$ cat src/rtl/lcg_pkg.sv
// Shared types and constants for the LCG sequencer and its modular reducer.
package lcg_pkg;

    localparam int DEF_WIDTH = 32;
    localparam int DEF_CNT_W = 16;

    function automatic int reduce_cycles(input int w);
        return 2 * w + 1;
    endfunction

    localparam int REDUCE_CYCLES = reduce_cycles(DEF_WIDTH);

    typedef enum logic [1:0] {
        IDLE,
        CALC,
        REDUCE,
        OUT
    } state_t;

endpackage

$ cat src/rtl/lcg_modreduce.sv
// Restoring shift-subtract reducer: r = p mod m, one dividend bit per cycle, MSB first.
module lcg_modreduce
    import lcg_pkg::*;
#(
    parameter int WIDTH = DEF_WIDTH,
    parameter int PW    = REDUCE_CYCLES
) (
    input  logic             CLK,
    input  logic             RST_N,
    input  logic             load,
    input  logic             kill,
    input  logic [PW-1:0]    p,
    input  logic [WIDTH-1:0] m,
    output logic             busy,
    output logic             done,
    output logic [WIDTH-1:0] r
);

    localparam int CW = $clog2(PW + 1);

    logic [PW-1:0]    p_sh;
    logic [WIDTH-1:0] m_q;
    logic [WIDTH-1:0] rem;
    logic [WIDTH-1:0] rem_nxt;
    logic [WIDTH:0]   rem_sh;
    logic [CW-1:0]    cnt;

    // rem < m always, so the shifted value fits WIDTH+1 bits and one subtract restores it.
    assign rem_sh  = {rem, p_sh[PW-1]};
    assign rem_nxt = (rem_sh >= {1'b0, m_q}) ? WIDTH'(rem_sh - {1'b0, m_q})
                                             : rem_sh[WIDTH-1:0];

    assign busy = (cnt != '0);
    // Asserted during the final iteration so the caller can leave on the same edge.
    assign done = (cnt == CW'(1));
    assign r    = rem;

    always_ff @(posedge CLK or negedge RST_N) begin
        if (!RST_N) begin
            p_sh <= '0;
            m_q  <= '0;
            rem  <= '0;
            cnt  <= '0;
        end else if (kill) begin
            cnt <= '0;
        end else if (load) begin
            p_sh <= p;
            m_q  <= m;
            rem  <= '0;
            cnt  <= CW'(PW);
        end else if (busy) begin
            p_sh <= p_sh << 1;
            rem  <= rem_nxt;
            cnt  <= cnt - CW'(1);
        end
    end

endmodule

$ cat src/rtl/lcg_ctrl.sv
// LCG sequencer: emits count values of X(n+1) = (a*X(n) + c) mod m over a valid/ready port.
module lcg_ctrl
    import lcg_pkg::*;
#(
    parameter int WIDTH = DEF_WIDTH,
    parameter int CNT_W = DEF_CNT_W
) (
    input  logic             CLK,
    input  logic             RST_N,
    input  logic             start,
    input  logic [WIDTH-1:0] MODULUS,
    input  logic [WIDTH-1:0] MULTIPLIER,
    input  logic [WIDTH-1:0] INCREMENT,
    input  logic [WIDTH-1:0] seed,
    input  logic [CNT_W-1:0] count,
    input  logic             abort,
    output logic             busy,
    output logic             out_valid,
    input  logic             out_ready,
    output logic [WIDTH-1:0] next_value,
    output logic             done,
    output logic             err
);

    localparam int PW = reduce_cycles(WIDTH);

    state_t           state, state_nxt;
    logic [WIDTH-1:0] m_q, a_q, c_q, x_q;
    logic [CNT_W-1:0] remaining;
    logic             done_q, err_q;
    logic [PW-1:0]    p_calc;
    logic             rd_load, rd_busy, rd_done;
    logic [WIDTH-1:0] rd_r;
    logic             start_ok, go, reject, kill, xfer, fin;

    // a*X + c < 2^(2*WIDTH+1), so the widened product never truncates.
    assign p_calc = PW'(a_q) * PW'(x_q) + PW'(c_q);

    assign start_ok = (state == IDLE) && start && (MODULUS != '0);
    assign go       = start_ok && (count != '0);
    assign reject   = (state == IDLE) && start && (MODULUS == '0);
    assign kill     = (state != IDLE) && abort;
    assign xfer     = (state == OUT) && out_ready && !abort;
    assign fin      = kill || (xfer && remaining == CNT_W'(1)) || (start_ok && count == '0);

    assign busy       = (state != IDLE);
    assign out_valid  = (state == OUT);
    assign next_value = out_valid ? rd_r : '0;
    assign done       = done_q;
    assign err        = err_q;

    lcg_modreduce #(.WIDTH(WIDTH), .PW(PW)) u_reduce (
        .CLK   (CLK),
        .RST_N (RST_N),
        .load  (rd_load),
        .kill  (kill),
        .p     (p_calc),
        .m     (m_q),
        .busy  (rd_busy),
        .done  (rd_done),
        .r     (rd_r)
    );

    always_comb begin
        state_nxt = state;
        rd_load   = 1'b0;
        unique case (state)
            IDLE:   if (go) state_nxt = CALC;
            CALC:   if (!rd_busy) begin
                        rd_load   = 1'b1;
                        state_nxt = REDUCE;
                    end
            REDUCE: if (rd_done) state_nxt = OUT;
            OUT:    if (out_ready) state_nxt = (remaining == CNT_W'(1)) ? IDLE : CALC;
            default: state_nxt = IDLE;
        endcase
        // Abort outranks every other transition, including a same-cycle handshake.
        if (kill) begin
            state_nxt = IDLE;
            rd_load   = 1'b0;
        end
    end

    always_ff @(posedge CLK or negedge RST_N) begin
        if (!RST_N) begin
            state     <= IDLE;
            m_q       <= '0;
            a_q       <= '0;
            c_q       <= '0;
            x_q       <= '0;
            remaining <= '0;
            done_q    <= 1'b0;
            err_q     <= 1'b0;
        end else begin
            state  <= state_nxt;
            done_q <= fin;
            err_q  <= reject;
            if (go) begin
                m_q       <= MODULUS;
                a_q       <= MULTIPLIER;
                c_q       <= INCREMENT;
                x_q       <= seed;
                remaining <= count;
            end else if (xfer) begin
                x_q       <= rd_r;
                remaining <= remaining - CNT_W'(1);
            end else if (kill) begin
                remaining <= '0;
            end
        end
    end

endmodule

$ cat config.mk
export PLATFORM = sky130hd
export DESIGN_NAME = lcg_ctrl
export DESIGN_NICKNAME = d
export VERILOG_FILES = /design/src/rtl/lcg_pkg.sv /design/src/rtl/lcg_modreduce.sv /design/src/rtl/lcg_ctrl.sv
export SDC_FILE = /design/constraint.sdc
export NUM_CORES = 2
export LEC_CHECK = 0
export CAP_MARGIN = 20
export CORE_ASPECT_RATIO = 2
export CORE_MARGIN = 1.5
export CORE_UTILIZATION = 58
export DETAILED_ROUTE_END_ITERATION = 12
export PLACE_DENSITY_LB_ADDON = 0.3
export SETUP_SLACK_MARGIN = 0.4
export SYNTH_ARGS = -nofsm -noshare
export SYNTH_HDL_FRONTEND = slang
export SYNTH_HIERARCHICAL = 1
export SYNTH_SLANG_ARGS = --single-unit
export TNS_END_PERCENT = 5
$ cat constraint.sdc
create_clock -name CLK -period 7.72 [get_ports CLK]
set_input_delay 1.544 -clock CLK [delete_from_list [all_inputs] [get_ports CLK]]
set_output_delay 1.544 -clock CLK [all_outputs]
set_load 0.01 [all_outputs]
; Word level (Yosys, flattened, before mapping)
; Index checks and enable logic that the tools add are counted.
[classes]
order_cmp = 1
mul = 1
eq_ne = 9
muxes = 24
n_addsub = 4
n_reduce_logical = 26
bitwise_logic = 1
[ops]
columns = cell, count
row1 = $mux 32, 6
row2 = $mux 65, 2
row3 = $add 64x32->65, 1
row4 = $mul 32x32->64, 1
row5 = $mux 16, 3
row6 = $ge 33x32->1, 1
row7 = $logic_not 32->1, 1
row8 = $reduce_bool 32->1, 1
row9 = $sub 32x32->32, 1
row10 = $mux 7, 3
row11 = $eq 16x1->1 const B, 1
row12 = $logic_not 16->1, 1
row13 = $reduce_bool 16->1, 1
row14 = $sub 16x1->16 const B, 1
row15 = $mux 2, 5
row16 = $logic_and 1x1->1, 9
row17 = $ne 3x3->1 const B, 3
row18 = $pmux 2 s4, 1
row19 = $eq 7x1->1 const B, 1
row20 = $reduce_bool 7->1, 1
row21 = $sub 7x1->7 const B, 1
row22 = $reduce_bool 2->1, 3
row23 = $reduce_bool 3->1, 2
row24 = $eq 2x2->1 const B, 2
row25 = other kinds (9), 14
[totals]
in_bits = 149
reg_bits = 284
output_inout_bits = 36
wordCells = 78

; Logic depth before layout (Yosys ltp)
[logic_depth]
ltp_word = 7
depth_mapped = 31
depth_no_buf = 29

; By module
; Netlist, hierarchy kept.
[modules_own_cells]
columns = module, cells_per_inst, instances, seq_area_each_um2, area_per_inst_um2
row1 = lcg_ctrl, 4443, 1, 3703.6, 41113.2
row2 = lcg_modreduce, 878, 1, 3403.3, 7953.9

; Least setup slack after synthesis
; No wires, ideal clock.
[synth_timing]
path_kind = reg-to-reg
start = register x_q[2]
end = register u_reduce.p_sh[64]
t_arrival_ps = 7462
synth_period_minus_slack_ps = 7544
t_required_ps = 7637
path_buffers = 2
setup_time_ps = 83
setup_slack_ps = 176
stages_incl_launch_ff = 30
cell_sequence = dfrtp_1 > clkbuf_1 > and2_1 > fa_1 > inv_1 > fa_1 > inv_1 > fa_1 > inv_1 > fa_1 > inv_1 > fa_1 > fa_1 > fa_1 > inv_1 > fa_1 > inv_1 > ha_1 > buf_2 > and4_1 > nor4b_4 > nand4_1 > or3_1 > o211a_1 > a211oi_2 > nor2_1 > o41ai_2 > xnor2_1 > mux2i_1 > o21ai_0
[synth_between]
elab_chain_cells = 3
[synth_rtl]
columns = element, line_no
row1 = "start, declared", lcg_ctrl.sv:28  ; logic [WIDTH-1:0] m_q, a_q, c_q, x_q;
row2 = "start signal, assigned", lcg_ctrl.sv:105  ; x_q <= rd_r;
row3 = $mul 32x32->64, lcg_ctrl.sv:37  ; assign p_calc = PW'(a_q) * PW'(x_q) + PW'(c_q);
row4 = $add 64x32->65, lcg_ctrl.sv:37
row5 = net p_calc[64], lcg_ctrl.sv:31  ; logic [PW-1:0] p_calc;
row6 = $mux 65, lcg_modreduce.sv:46  ; end else if (load) begin
row7 = "end signal, assigned", lcg_modreduce.sv:47  ; p_sh <= p;
row8 = "end signal, assigned", lcg_modreduce.sv:52  ; p_sh <= p_sh << 1;
row9 = "end, declared", lcg_modreduce.sv:21  ; logic [PW-1:0] p_sh;
; The timed path passes the listed nets, and every way through them passes these cells.
; A chain may end at the register's enable or synchronous reset.

; Worst setup path in the final report
[layout_timing]
start = register a_q[13]
end = register u_reduce.p_sh[50]
[layout_between]
elab_chain_cells = 3
[layout_rtl]
columns = element, line_no
row1 = "start, declared", lcg_ctrl.sv:28
row2 = "start signal, assigned", lcg_ctrl.sv:88  ; a_q <= '0;
row3 = "start signal, assigned", lcg_ctrl.sv:100  ; a_q <= MULTIPLIER;
row4 = $mul 32x32->64, lcg_ctrl.sv:37
row5 = $add 64x32->65, lcg_ctrl.sv:37
row6 = net p_calc[50], lcg_ctrl.sv:31
row7 = $mux 65, lcg_modreduce.sv:46
; The timed path passes the listed nets, and every way through them passes these cells.

==> metrics.yaml <==
slowest_stage: "fa_1"
cp_num_cells: 29
nNetsFinal: 6983
detailed_place_hpwl_um: 123000
start_kind: "flop"
dpl_cell_area_um2: 54300
synth_cell_type_count: 83
synth_simple_gate_area_share_pct: 16.7
synth_mux_area_share_pct: 3.85
crit_type: "reg2reg"
postRouteAntennaNets: 0
wl_per_cell_um: 22.8
synth-edff-count: 0
critPathCapture: "u_reduce/p_sh[50]$_DFFE_PN0P_"
clock_path_buffers: 3
drt-vias-per-instance: 5.83
dieArea_um2: 86500
synth_fa_ha_area_share_pct: 45.8
final_cell_mix: "inv_1, fa_1, nand2_1, and2_1, ha_1"
min_path_type: "reg2reg"
crit_top_cell: "fa_1"
htree_levels: 1
fmax_mhz: 127
crit_path_max_fanout: 8
reg2reg_slack_ns: -0.13
r2r-end: "u_reduce/p_sh[50]$_DFFE_PN0P_"
synth_top_family_by_area: "adder cells"
clk_pin_slew_ns: 0.07
cp.arrival_ns: 8.42
crit_family: "adder cells"
rows: 150
tightest_slew_ns: 1.14
startpoint: "a_q[13]$_DFFE_PN0P_"
clockRootBuffer: "clkbuf_16"
drive_gt1_share_pct: 11.6
overflow: 0
slew_headroom_pct: 24.3
hold_ws_ns: 0.477
cts_tree: "yes"
ys_ff_latch: 284
ys_warn_count: 6
cap_violations: 0
numCtsBuffers: 31
finalCriticalPeriod_ns: 7.85
cp-end-kind: "flop"
rr_worst_depth: 29
final_util_pct: 67.3
slowest_delay_ns: 0.53
multi_input_area_um2: 37400
setup_slack_ns: -0.132
nFillCells: 6581
first_iter_violations: 2314
antenna_found_initial: 4
r2r-start: "a_q[13]$_DFFE_PN0P_"
portBuffers: 184
finalSetupViolCount: 9
critPathBufInv: 10
register_area_um2: 7120
syn_avg_cell_area_um2: 9.22
synth_cells: 5321
die_h_um: 414
grt_max_degree: 122
pin_count: 185
clk_latency_ns: 0.65
final_area_um2: 56300
rsz0062_at_grt: "true"
dr.pass1.iters: 9
grt_pass1_wl_um: 236000
drt-total-wl_um: 152000
ys_seq_area_share_pct: 14.5
slew_violations: 0
synth_xor_area_share_pct: 1.57
first_global_vias: 43337
grtUsageTotal_pct: 36.1
synth.cell_area_um2: 49100
cts_sinks: 284
synth_compound_area_share_pct: 7.17
initial_core_util_pct: 58.6
status: "finished with violations"
syn_to_final_growth_pct: 14.8
required_ns: 8.29
synth_fp_nets: 6709
hold_violations: 0
async_reset_ff_share_pct: 100
core_um2: 83700
gp_congestion: 0.970
skew_ns: 0.0274
drc: 0
num_vias: 38962
fin_crit_sh_pct: 102
violations: "negative setup slack"
mostFrequentLayoutCell: "inv_1"
die_x_um: 209
synth_ff_type: "dfrtp_1"
==> worst reg2reg max path, delay by kind of cell, from the launching register on <==
| kind | cells | cell delay (ns) |
|---|---|---|
| multiplexers | 1 | 0.07 |
| AND/OR/NAND/NOR | 3 | 0.29 |
| buffers and inverters | 10 | 1.15 |
| AO/OA/AOI/OAI | 5 | 1.25 |
| adder cells (fa/ha/maj) | 9 | 4.29 |
| flip-flops | 1 | 0.44 |
| XOR/XNOR | 1 | 0.29 |
==> flip-flops by register name (all words and copies together) (netlist names) <==
signal         cells
u_reduce/p_sh     65
a_q               32
c_q               32
m_q               32
u_reduce/m_q      32
u_reduce/r        32
x_q               32
remaining         16
u_reduce/cnt       7
state              2
done               1
err                1
==> layer usage <==
layer  routed length [um]  part of all wire (%)  global-route usage (%)  vias to the layer above
li1                     -                     -                       -                    16760
met1                46700                    31                    35.1                    19732
met2                80000                    52                    65.8                     1690
met3                 8140                   5.3                    4.85                      778
met4                17600                    12                    33.0                        2
met5                    8                0.0052                       0                        -
==> worst min-delay path by stage <==
stage,start,end,depth (start not counted)
final,m_q[25]$_DFFE_PN0P_,u_reduce/m_q[25]$_DFFE_PN0P_,2
after global routing,u_reduce/p_sh[21]$_DFFE_PN0P_,u_reduce/p_sh[21]$_DFFE_PN0P_,2
after CTS,m_q[15]$_DFFE_PN0P_,u_reduce/m_q[15]$_DFFE_PN0P_,2
after detailed placement,m_q[12]$_DFFE_PN0P_,u_reduce/m_q[12]$_DFFE_PN0P_,2
after global placement,m_q[12]$_DFFE_PN0P_,u_reduce/m_q[12]$_DFFE_PN0P_,2
after floorplan,m_q[10]$_DFFE_PN0P_,u_reduce/m_q[10]$_DFFE_PN0P_,2
==> repair_timing <==
item | in CTS | in global routing
resized for setup | 70 | 75
endpoints found under the setup margin | 39 | 45
hold buffers | 0 | 0
pin swaps | 60 | 48
buffers inserted | 19 | 9
gates cloned | 0 | 2
==> synthesized netlist by cell type, types with 3 or more instances <==
cell type,n,area (um^2)
a21o_1,61,458
clkbuf_1,273,1020
nand4_1,30,188
o21a_1,8,60.1
mux2_2,102,1150
o21ai_0,162,811
and4_1,3,26.3
a211oi_2,3,37.5
nor2b_1,9,56.3
xnor2_1,51,447
a21boi_0,3,22.5
fa_1,930,18600
nand2_1,682,2560
inv_1,1039,3900
nor4_1,19,119
buf_2,22,110
a221oi_1,3,26.3
nand3_1,43,215
o21ai_1,14,70.1
xor2_1,37,324
o211ai_1,7,52.6
dfrtp_1,284,7110
a211oi_1,10,75.1
o311ai_1,15,131
and2_1,656,4100
o22a_1,3,26.3
o21bai_1,21,158
a21oi_1,124,621
a31oi_1,56,350
o31ai_1,10,75.1
or3_1,9,56.3
o311ai_0,4,35.0
nor3_1,34,170
nor3b_1,4,30.0
and3_1,11,68.8
o21ai_2,3,26.3
or2_2,3,18.8
mux2i_1,74,741
ha_1,309,3870
a221o_1,7,70.1
nor2_1,113,424
a32oi_1,5,43.8
nand2b_1,11,68.8
==> cells by family after synthesis <==
family / count (synthesis)
and+or+nand+nor: 1636
buffers and inverters: 1342
adders and majority gates: 1239
AOI/OAI and AO/OA: 556
DFF: 284
muxes: 176
xor gates and xnor gates: 88
==> metrics by stage <==
stage                     TNS (ns)  instances  setup slack (ns)
after detailed placement     -3.61       6595            -0.396
after global routing         -5.66       6685            -0.367
after CTS                   -0.847       6672            -0.139
final                       -0.594       6688            -0.132
after global placement       -2.47       6595            -0.391
after floorplan                  0       5321             0.338
==> layout make-up <==
type,instances,share of cell area [%]
diodes,4,0.0178
clock buffers,33,1.43
clock inverters,25,0.624
inverters,1039,6.92
multi-input cells,3695,66.4
flip-flops and latches,284,12.6
well taps,1064,2.36
repair buffers,544,9.62
Power is not shown: default switching activity piles up to over one toggle a cycle in this logic, so the estimate is an artifact.
